<file path="src/rtl/doodle_pkg.sv">
// Shared types and constants for the doodle platform path.
// Used by platform_manager, its interface and the lfsr16 generator.
package doodle_pkg;

  localparam int NUM_PLATFORMS = 8;

  typedef logic [9:0] coord_t;

  typedef enum logic [1:0] {
    IDLE,
    INIT,
    RUN,
    SCAN
  } plat_state_t;

  localparam logic [15:0] LFSR_SEED = 16'hACE1;
  // Feedback taps at bits 15, 13, 12, 10
  localparam logic [15:0] LFSR_TAPS = 16'hB400;

  localparam coord_t     H           = 10'd480;
  localparam coord_t     W           = 10'd640;
  localparam coord_t     X_MIN       = 10'd140;
  localparam coord_t     X_MAX       = 10'd499;
  localparam logic [7:0] PLAT_SIZE   = 8'd60;
  localparam coord_t     SCROLL_LINE = 10'd160;
  localparam coord_t     DY_MAX      = 10'd15;

  localparam coord_t X_HI    = X_MAX - {2'b00, PLAT_SIZE};
  localparam coord_t X_START = (W - {2'b00, PLAT_SIZE}) >> 1;
  localparam coord_t INIT_Y0 = H - 10'd40;
  localparam coord_t INIT_DY = 10'd56;

  function automatic coord_t rand_x(input logic [8:0] off);
    logic [8:0] o;
    o = off;
    if (o >= 9'd300) o = o - 9'd300;
    return X_MIN + {1'b0, o};
  endfunction

endpackage

</file>
<file path="src/rtl/platform_manager_if.sv">
// Bus between platform_manager (master) and its consumers (slave).
// Carries game inputs plus the platform arrays and scroll/score outputs.
interface platform_manager_if;
  import doodle_pkg::*;

  logic [1:0]  frame_clk_edge;
  logic [7:0]  state;
  coord_t      Doodle_Y;
  coord_t      Platform_X [0:NUM_PLATFORMS-1];
  coord_t      Platform_Y [0:NUM_PLATFORMS-1];
  logic [7:0]  platform_size;
  coord_t      scroll_dy;
  logic        scroll_valid;
  logic [15:0] score;
  logic        busy;

  modport master (
    input  frame_clk_edge, state, Doodle_Y,
    output Platform_X, Platform_Y, platform_size,
    output scroll_dy, scroll_valid, score, busy
  );

  modport slave (
    output frame_clk_edge, state, Doodle_Y,
    input  Platform_X, Platform_Y, platform_size,
    input  scroll_dy, scroll_valid, score, busy
  );

endinterface

</file>
<file path="src/rtl/lfsr16.sv">
// Free-running 16-bit Fibonacci LFSR, synchronous reset to the seed.
// Nonzero seed keeps it out of the all-zero lock-up state.
module lfsr16
  import doodle_pkg::*;
(
  input  logic        Clk,
  input  logic        Reset,
  output logic [15:0] lfsr
);

  always_ff @(posedge Clk) begin
    if (Reset) lfsr <= LFSR_SEED;
    else       lfsr <= {lfsr[14:0], ^(lfsr & LFSR_TAPS)};
  end

endmodule

</file>
<file path="src/rtl/platform_manager.sv">
// Spawns, scrolls and recycles the eight landing platforms.
// Build option PLATFORM_DRIFT_EN: odd slots drift 1 px sideways per frame.
module platform_manager
  import doodle_pkg::*;
(
  input  logic Clk,
  input  logic Reset,
  platform_manager_if.master bus
);

  plat_state_t st_q, st_d;
  logic [2:0]  slot_q, slot_d;
  coord_t      px_q [NUM_PLATFORMS];
  coord_t      py_q [NUM_PLATFORMS];
  coord_t      dy_q;
  logic        sv_q;
  logic [15:0] score_q;
  logic [15:0] lfsr;
  logic        unused_lfsr;

  logic   frame, playing, stop, respawn;
  coord_t dy_new, y_sum, x_rand, y_spawn, y_init;

  lfsr16 u_lfsr (
    .Clk   (Clk),
    .Reset (Reset),
    .lfsr  (lfsr)
  );

  assign unused_lfsr = ^lfsr[15:13];

  assign frame   = bus.frame_clk_edge == 2'b01;
  assign playing = bus.state == 8'd1;
  assign stop    = bus.state == 8'd0;

  always_ff @(posedge Clk) begin
    if (Reset) begin
      st_q   <= IDLE;
      slot_q <= '0;
    end else begin
      st_q   <= st_d;
      slot_q <= slot_d;
    end
  end

  always_comb begin
    st_d   = st_q;
    slot_d = slot_q;
    unique case (st_q)
      IDLE: begin
        if (playing) begin
          st_d   = INIT;
          slot_d = '0;
        end
      end
      INIT, SCAN: begin
        slot_d = slot_q + 3'd1;
        if (slot_q == 3'd7) st_d = RUN;
      end
      RUN: begin
        if (stop) begin
          st_d = IDLE;
        end else if (playing && frame) begin
          st_d   = SCAN;
          slot_d = '0;
        end
      end
      default: st_d = IDLE;
    endcase
  end

  always_comb begin
    dy_new = '0;
    if (bus.Doodle_Y < SCROLL_LINE) begin
      dy_new = SCROLL_LINE - bus.Doodle_Y;
      if (dy_new > DY_MAX) dy_new = DY_MAX;
    end
  end

  // Y stays below 496, so the 10-bit sum cannot wrap
  assign y_sum   = py_q[slot_q] + dy_q;
  assign respawn = y_sum >= H;
  assign x_rand  = rand_x(lfsr[8:0]);
  assign y_spawn = {6'd0, lfsr[12:9]};
  assign y_init  = INIT_Y0 - INIT_DY * {7'd0, slot_q};

`ifdef PLATFORM_DRIFT_EN
  logic [NUM_PLATFORMS-1:0] dir_q;
  coord_t x_cur, x_drift;
  logic   dir_flip;

  assign x_cur = px_q[slot_q];

  // dir_q bit set means moving left; bounce keeps X inside the field
  always_comb begin
    x_drift  = x_cur;
    dir_flip = 1'b0;
    if (slot_q[0]) begin
      if (dir_q[slot_q]) begin
        if (x_cur <= X_MIN) begin
          dir_flip = 1'b1;
          x_drift  = x_cur + 10'd1;
        end else begin
          x_drift = x_cur - 10'd1;
        end
      end else begin
        if (x_cur >= X_HI) begin
          dir_flip = 1'b1;
          x_drift  = x_cur - 10'd1;
        end else begin
          x_drift = x_cur + 10'd1;
        end
      end
    end
  end

  always_ff @(posedge Clk) begin
    if (Reset) begin
      dir_q <= '0;
    end else if (st_q == SCAN && !respawn && dir_flip) begin
      dir_q[slot_q] <= ~dir_q[slot_q];
    end
  end
`endif

  always_ff @(posedge Clk) begin
    if (Reset) begin
      for (int i = 0; i < NUM_PLATFORMS; i++) begin
        px_q[i] <= '0;
        py_q[i] <= H;
      end
      dy_q    <= '0;
      sv_q    <= 1'b0;
      score_q <= '0;
    end else begin
      sv_q <= 1'b0;
      unique case (st_q)
        INIT: begin
          px_q[slot_q] <= (slot_q == 3'd0) ? X_START : x_rand;
          py_q[slot_q] <= y_init;
          if (slot_q == 3'd7) score_q <= '0;
        end
        RUN: begin
          if (stop) begin
            for (int i = 0; i < NUM_PLATFORMS; i++) begin
              px_q[i] <= '0;
              py_q[i] <= H;
            end
          end else if (playing && frame) begin
            dy_q <= dy_new;
            sv_q <= 1'b1;
          end
        end
        SCAN: begin
          if (respawn) begin
            py_q[slot_q] <= y_spawn;
            px_q[slot_q] <= x_rand;
            score_q      <= score_q + 16'd1;
          end else begin
            py_q[slot_q] <= y_sum;
`ifdef PLATFORM_DRIFT_EN
            px_q[slot_q] <= x_drift;
`endif
          end
        end
        default: ;
      endcase
    end
  end

  always_comb begin
    for (int i = 0; i < NUM_PLATFORMS; i++) begin
      bus.Platform_X[i] = px_q[i];
      bus.Platform_Y[i] = py_q[i];
    end
  end

  assign bus.platform_size = PLAT_SIZE;
  assign bus.scroll_dy     = dy_q;
  assign bus.scroll_valid  = sv_q;
  assign bus.score         = score_q;
  assign bus.busy          = (st_q == INIT) || (st_q == SCAN);

endmodule

</file>
<file path="src/flat_wrapper.sv">
// flat-port wrapper written by rule: the top's interface ports become plain ports
module platform_manager_flat import doodle_pkg::*;
  (Clk, Reset, bus_frame_clk_edge, bus_state, bus_Doodle_Y, bus_Platform_X, bus_Platform_Y, bus_platform_size, bus_scroll_dy, bus_scroll_valid, bus_score, bus_busy);
  platform_manager_if bus_i ();
  input  logic Clk;
  input  logic Reset;
  input wire logic [$bits(bus_i.frame_clk_edge)-1:0] bus_frame_clk_edge;
  input wire logic [$bits(bus_i.state)-1:0] bus_state;
  input wire logic [$bits(bus_i.Doodle_Y)-1:0] bus_Doodle_Y;
  output wire logic [$bits(bus_i.Platform_X)-1:0] bus_Platform_X;
  output wire logic [$bits(bus_i.Platform_Y)-1:0] bus_Platform_Y;
  output wire logic [$bits(bus_i.platform_size)-1:0] bus_platform_size;
  output wire logic [$bits(bus_i.scroll_dy)-1:0] bus_scroll_dy;
  output wire logic [$bits(bus_i.scroll_valid)-1:0] bus_scroll_valid;
  output wire logic [$bits(bus_i.score)-1:0] bus_score;
  output wire logic [$bits(bus_i.busy)-1:0] bus_busy;
  assign bus_i.frame_clk_edge = bus_frame_clk_edge;
  assign bus_i.state = bus_state;
  assign bus_i.Doodle_Y = bus_Doodle_Y;
  assign bus_Platform_X = {>>{bus_i.Platform_X}};
  assign bus_Platform_Y = {>>{bus_i.Platform_Y}};
  assign bus_platform_size = bus_i.platform_size;
  assign bus_scroll_dy = bus_i.scroll_dy;
  assign bus_scroll_valid = bus_i.scroll_valid;
  assign bus_score = bus_i.score;
  assign bus_busy = bus_i.busy;
  platform_manager u_core (.Clk(Clk), .Reset(Reset), .bus(bus_i));
endmodule
</file>
<file path="config.mk">
export PLATFORM = sky130hd
export DESIGN_NAME = platform_manager_flat
export DESIGN_NICKNAME = d
export VERILOG_FILES = /design/src/rtl/doodle_pkg.sv /design/src/rtl/platform_manager_if.sv /design/src/rtl/lfsr16.sv /design/src/rtl/platform_manager.sv /design/src/flat_wrapper.sv
export SDC_FILE = /design/constraint.sdc
export NUM_CORES = 1
export LEC_CHECK = 0
export BUFFER_PORTS_ARGS = -buffer_cell sky130_fd_sc_hd__buf_4
export CORE_MARGIN = 8
export CORE_UTILIZATION = 37
export DETAILED_ROUTE_END_ITERATION = 7
export HOLD_SLACK_MARGIN = 0.08
export PLACE_DENSITY_LB_ADDON = 0.08
export SYNTH_ARGS = -nofsm -noshare
export SYNTH_HDL_FRONTEND = slang
export SYNTH_SLANG_ARGS = --single-unit
</file>
<file path="constraint.sdc">
create_clock -name Clk -period 4.3 [get_ports Clk]
set_input_delay 0.43 -clock Clk [delete_from_list [all_inputs] [get_ports Clk]]
set_output_delay 0.43 -clock Clk [all_outputs]
set_load 0.005 [all_outputs]
</file>
# Yosys cells after proc, flatten, opt, wreduce, memory -nomap -nowiden
# Memory sizes are Yosys's and may differ from the RTL's. A register that Yosys moved wholly into a read port is not among the register bits.
# Index checks and enable logic that the tools add are counted.
[classes]
n_addsub = 7
n_mux = 61
bitwise_logic = 21
n_reduce_logical = 15
magnitude_cmp = 4
n_eq_ne = 13
n_mul = 1
[op_table]
columns = ["cell", "count"]
rows = [
  ["$mux 10", 24],
  ["$mux 16", 2],
  ["$pmux 16 s2", 1],
  ["$mux 3", 7],
  ["$mux 1", 20],
  ["$reduce_or 10->1", 2],
  ["$or 1x1->1", 19],
  ["$add 16x1->16 const B", 1],
  ["$reduce_xor 16->1", 1],
  ["$reduce_and 3->1", 4],
  ["$add 10x10->10", 1],
  ["$add 8x9->10 const A", 1],
  ["$ge 10x9->1 const B", 1],
  ["$gt 10x4->1 const B", 1],
  ["$lt 10x8->1 const B", 1],
  ["$ne 2x1->1 const B", 5],
  ["$sub 8x10->10 const A", 1],
  ["$sub 9x9->10 const A", 1],
  ["$ge 9x9->1 const B", 1],
  ["$mux 9", 1],
  ["$pmux 3 s3", 1],
  ["$sub 9x9->9 const B", 1],
  ["$eq 8x1->1 const B", 1],
  ["$logic_not 8->1", 1],
  ["other kinds (17)", 23],
]
[totals]
mem_count = 2
out_inout_bits = 196
input_bits = 22
regBits = 48
ram_bits = 160
wordCells = 130
[memory_table]
columns = ["memory", "depth", "word_bits", "rd", "rd_clocked_by_memory_dff", "wr", "line", "source"]
rows = [
  ["u_core.px_q", 8, 10, 8, 0, 8, "platform_manager.sv:13", "coord_t px_q [NUM_PLATFORMS];"],
  ["u_core.py_q", 8, 10, 9, 1, 8, "platform_manager.sv:14", "coord_t py_q [NUM_PLATFORMS];"],
]

# Longest topological paths before layout
[logic_depth]
ltp_word = 10
ltp_mapped = 16
depth_no_buf = 13

# Hierarchy
# A second synthesis with hierarchy kept.
[unflattened]
hier_cells = 820
hier_area_um2 = 9738.1
[by_module_without_submodules]
columns = ["mod", "cells_per_inst", "n_inst", "seq_area_each_um2", "area_each_um2"]
rows = [
  ["platform_manager", 784, 1, 5505.3, 9283.9],
  ["lfsr16", 36, 1, 320.3, 454.2],
]

# Worst setup path before layout
# OpenSTA, ideal clock, no wires.
[synth_path]
path_type = "register to register"
start = "register (tool-made name)"
end = "memory u_core.px_q[2][0] (netlist bit) (enable)"
t_required_ns = 3.960
t_arrival_ns = 4.201
synth_period_minus_slack_ns = 4.541
setup_slack_ns = -0.241
n_path_buf = 3
setup_time_ns = 0.340
stages_incl_launch_ff = 17
cell_sequence = "dfxtp_1 buf_6 buf_1 mux4_2 mux2_2 ha_1 inv_1 fa_1 and2b_1 o2111ai_4 a21boi_0 nor4b_1 nand4_2 nand2_1 buf_2 nand2_1 nand2_1"
[synth_rtl]
columns = ["item", "line"]
rows = [
  ["end, declared", "platform_manager.sv:13"],
]

==> metrics.txt <==
Design Area, Final=12700 um2; mapped cell area=9660 um2; RR Endpoint=u_core.bus.score[11]; nature of the critical path endpoint=flop; postcts setup bufs=0; Crit-path slowest cell=mux4_2; wire length on met3=2590 um; port bufs=209; Detailed Route Iter0 Violations=518; layout cell share with drive strength beyond 1=32.2%; Placer Congestion=0.798; DRC viols=0; WL/cell=20.6 um; DRT Pass-1 Iters=4; FMAX=247 MHz; power density over the cells=357 nW/um2; Hold Path End=u_core.bus.scroll_valid; crit start category=flop; post-placement setup slack=0.135 ns; Clk pwr share=44.1%; metal2 WL=13700 um; ys async rst share=0%; Avg Synthesized Cell Area=12.0 um2; Ys Warns=0; unrepaired setup endpoints after global routing=false; Top Ports=218; final period utilization=94.2%; max_slew headroom=32.4%; Static Leak=4.87 nW; GR Util All Layers=18.1%; Hold Fails Final Rpt=0; Hold Path Stages=3; std cell rows=59; DR vias=7112; final setup fails=0; number of enable flip-flop cells after synthesis=160; Yosys top cell area share=49.7%; Flop pwr share=50.3%; DRT met1 WL=12300 um; commonest cells in the netlist=edfxtp_1, nor2_1, nand2_1; top-count cell post-synth=edfxtp_1; clk buf depth=3; # diodes=0; Remaining Overflow, GRT=0; CP delay by family, top=multiplexers; vias in the first global route=7441; min Tclk post-route=4.05 ns; Die W=178 um; Hold WC Path Type=in -> reg; CP Max Fanout=7; synth top area cells=edfxtp_1, dfxtp_1, mux4_2; routed wire length=29000 um; root buffer cell=clkbuf_16; CP Data Arrival Time=4.40 ns; clk_skew=0.0205 ns; Hold Path Origin=bus_state[0]; largest net degree at the start of global routing=40; Max Cap Viol=0; htree depth=1; fillers=2421; NetSw=0.982 mW; clk_lat worst skew=0.52 ns; top_reg_cell synth=edfxtp_1; crit path kind=reg -> reg; synthesized instance count=802; Cell variety after synth=72; status=completed; HPWL after DPL=21900 um; core area=25800 um2; R2R Setup Slk=0.25 ns; Pins Over Slew Limit=0; Max Used Layer=met4; WP buf/inv=4; CP most frequent cell=buf_4; crit-path cells=buf_4 > mux4_2 > mux2_2 > ha_1 > inv_1 > fa_1 > and2b_1 > o2111ai_4 > a21oi_1 > nor3_2 > nand4_2 > buf_4 > a2111oi_1 > buf_4 > xnor2_1 > nor2_1; CP Data Required Time=4.65 ns; initial antenna violation count=0; Power Total=4.52 mW; Die Span Y=178 um; via/cell ratio=5.05; VDD IR max=0.258 mV; first-pass GRT wire length=44400 um; die area=31500 um2; Post-DP Area=11900 um2; Worst Tran Pin Value=1.01 ns; Crit path depth=16; final setup margin=0.247 ns; Final ANT Viol Nets=0; Yosys top cell by area=edfxtp_1; r2r worst-path depth=16; setup_tns=0 ns; clock sink count=211; #FFs+latches synth=211; final net count=1105; CTS Buf Count=24; Combinational Power Share=5.6%; post-synthesis sequential area ratio=60.3%; clock transition at the registers of the reported paths=0.06 ns; internal power=3.54 mW; Starting Density=37.4%; Area Overhead vs Synth=31.1%; slowest stage delay, CP=0.53 ns; CTS tree=yes; switching share of power=21.7%
-- power groups by stage --
stage / logic, mW / registers (mW) / clock network [mW]
finish: 0.252 / 2.27 / 2.00
global route: 0.276 / 2.28 / 2.12
CTS: 0.257 / 2.27 / 2.04
detailed placement: 0.256 / 2.32 / 0
global placement: 0.255 / 2.32 / 0
floorplan: 0.115 / 2.31 / 0
-- worst max path at each step --
| stage | to | slack (ns) | startpoint |
|---|---|---|---|
| 2_1_floorplan | u_core.px_q[2][0] | 0.04 | flop |
| 3_3_place_gp | u_core.bus.score[11] | 0.20 | flop |
| 3_5_place_dp | u_core.py_q[7][6] | 0.13 | flop |
| 4_1_cts | u_core.px_q[4][1] | 0.1 | flop |
| 5_1_grt | u_core.bus.score[13] | 0.03 | flop |
| 6_report | u_core.bus.score[11] | 0.25 | flop |
-- final cells by class --
type | instances | area (um2) | share of cell area [%]
Clock buffer | 31 | 648 | 5.12
Clock inverter | 13 | 123 | 0.968
Multi-Input combinational cell | 548 | 3660 | 28.9
Timing Repair Buffer | 251 | 1920 | 15.2
Inverter | 19 | 71.3 | 0.563
Tap cell | 335 | 419 | 3.31
Sequential cell | 211 | 5830 | 46.0
-- layer usage --
metal,vias up,global-route usage (%)
li1,3414,-
met1,3467,22.8
met2,203,29.9
met3,28,6.21
met4,0,3.61
met5,-,0
-- worst min-delay path, delay by kind of cell --
kind | cells | cell delay [ns]
buffers and inverters | 1 | 0.13
and+or+nand+nor | 2 | 0.14
-- registers in the layout (all words and copies together), names as in the netlist, named ones only --
name and cells:
u_core.u_lfsr.lfsr 16, u_core.bus.scroll_valid 1, u_core.slot_q 3, u_core.bus.score 16
u_core.st_q 2, u_core.bus.scroll_dy 10, u_core.py_q 80, u_core.px_q 80
-- cells in the final DEF, fill, tap and decap left out, types with 6 or more instances in the layout --
cell and count:
clkbuf_16 25, ha_1 24, conb_1 16, nor2_1 117, o21ai_0 10, edfxtp_1 160, clkbuf_1 6, nand2_1 83
nor3_1 42, buf_4 248, mux2_2 9, nand4_1 6, and2_1 6, a21oi_1 31, mux4_2 20, xnor2_1 9
nand2b_1 8, nand3_1 14, a21o_1 9, or2_2 10, nor2b_1 15, mux2i_1 6, xor2_1 14, dfxtp_1 51
inv_1 19, o21ai_1 8, a31oi_1 6
-- kinds of logic after synthesis --
kind of cell,Yosys count,synth area share [%]
flops,211,60.3
buf+inv,57,2.73
xor+xnor,23,2.09
fa+ha+maj,28,3.94
simple gates,338,16.4
mux,36,6.57
other cells,2,0.0777
compound gates,107,7.87
-- per-stage QoR --
stage          instances  hold slack, ns  utilization (%)
2_1_floorplan        816           0.389                -
3_3_place_gp        1364           0.393             45.9
3_5_place_dp        1364           0.401             45.9
4_1_cts             1408           0.218             48.9
5_1_grt             1408           0.239             49.0
6_report            1408           0.234             49.0
-- timing repair --
item                                    CTS  global route
endpoints found under the hold margin     0             0
hold buffers                              0             0
endpoints found under the setup margin    0           143
gates resized for setup                   0             7
No activity file was read; power rests on OpenSTA's default activity.
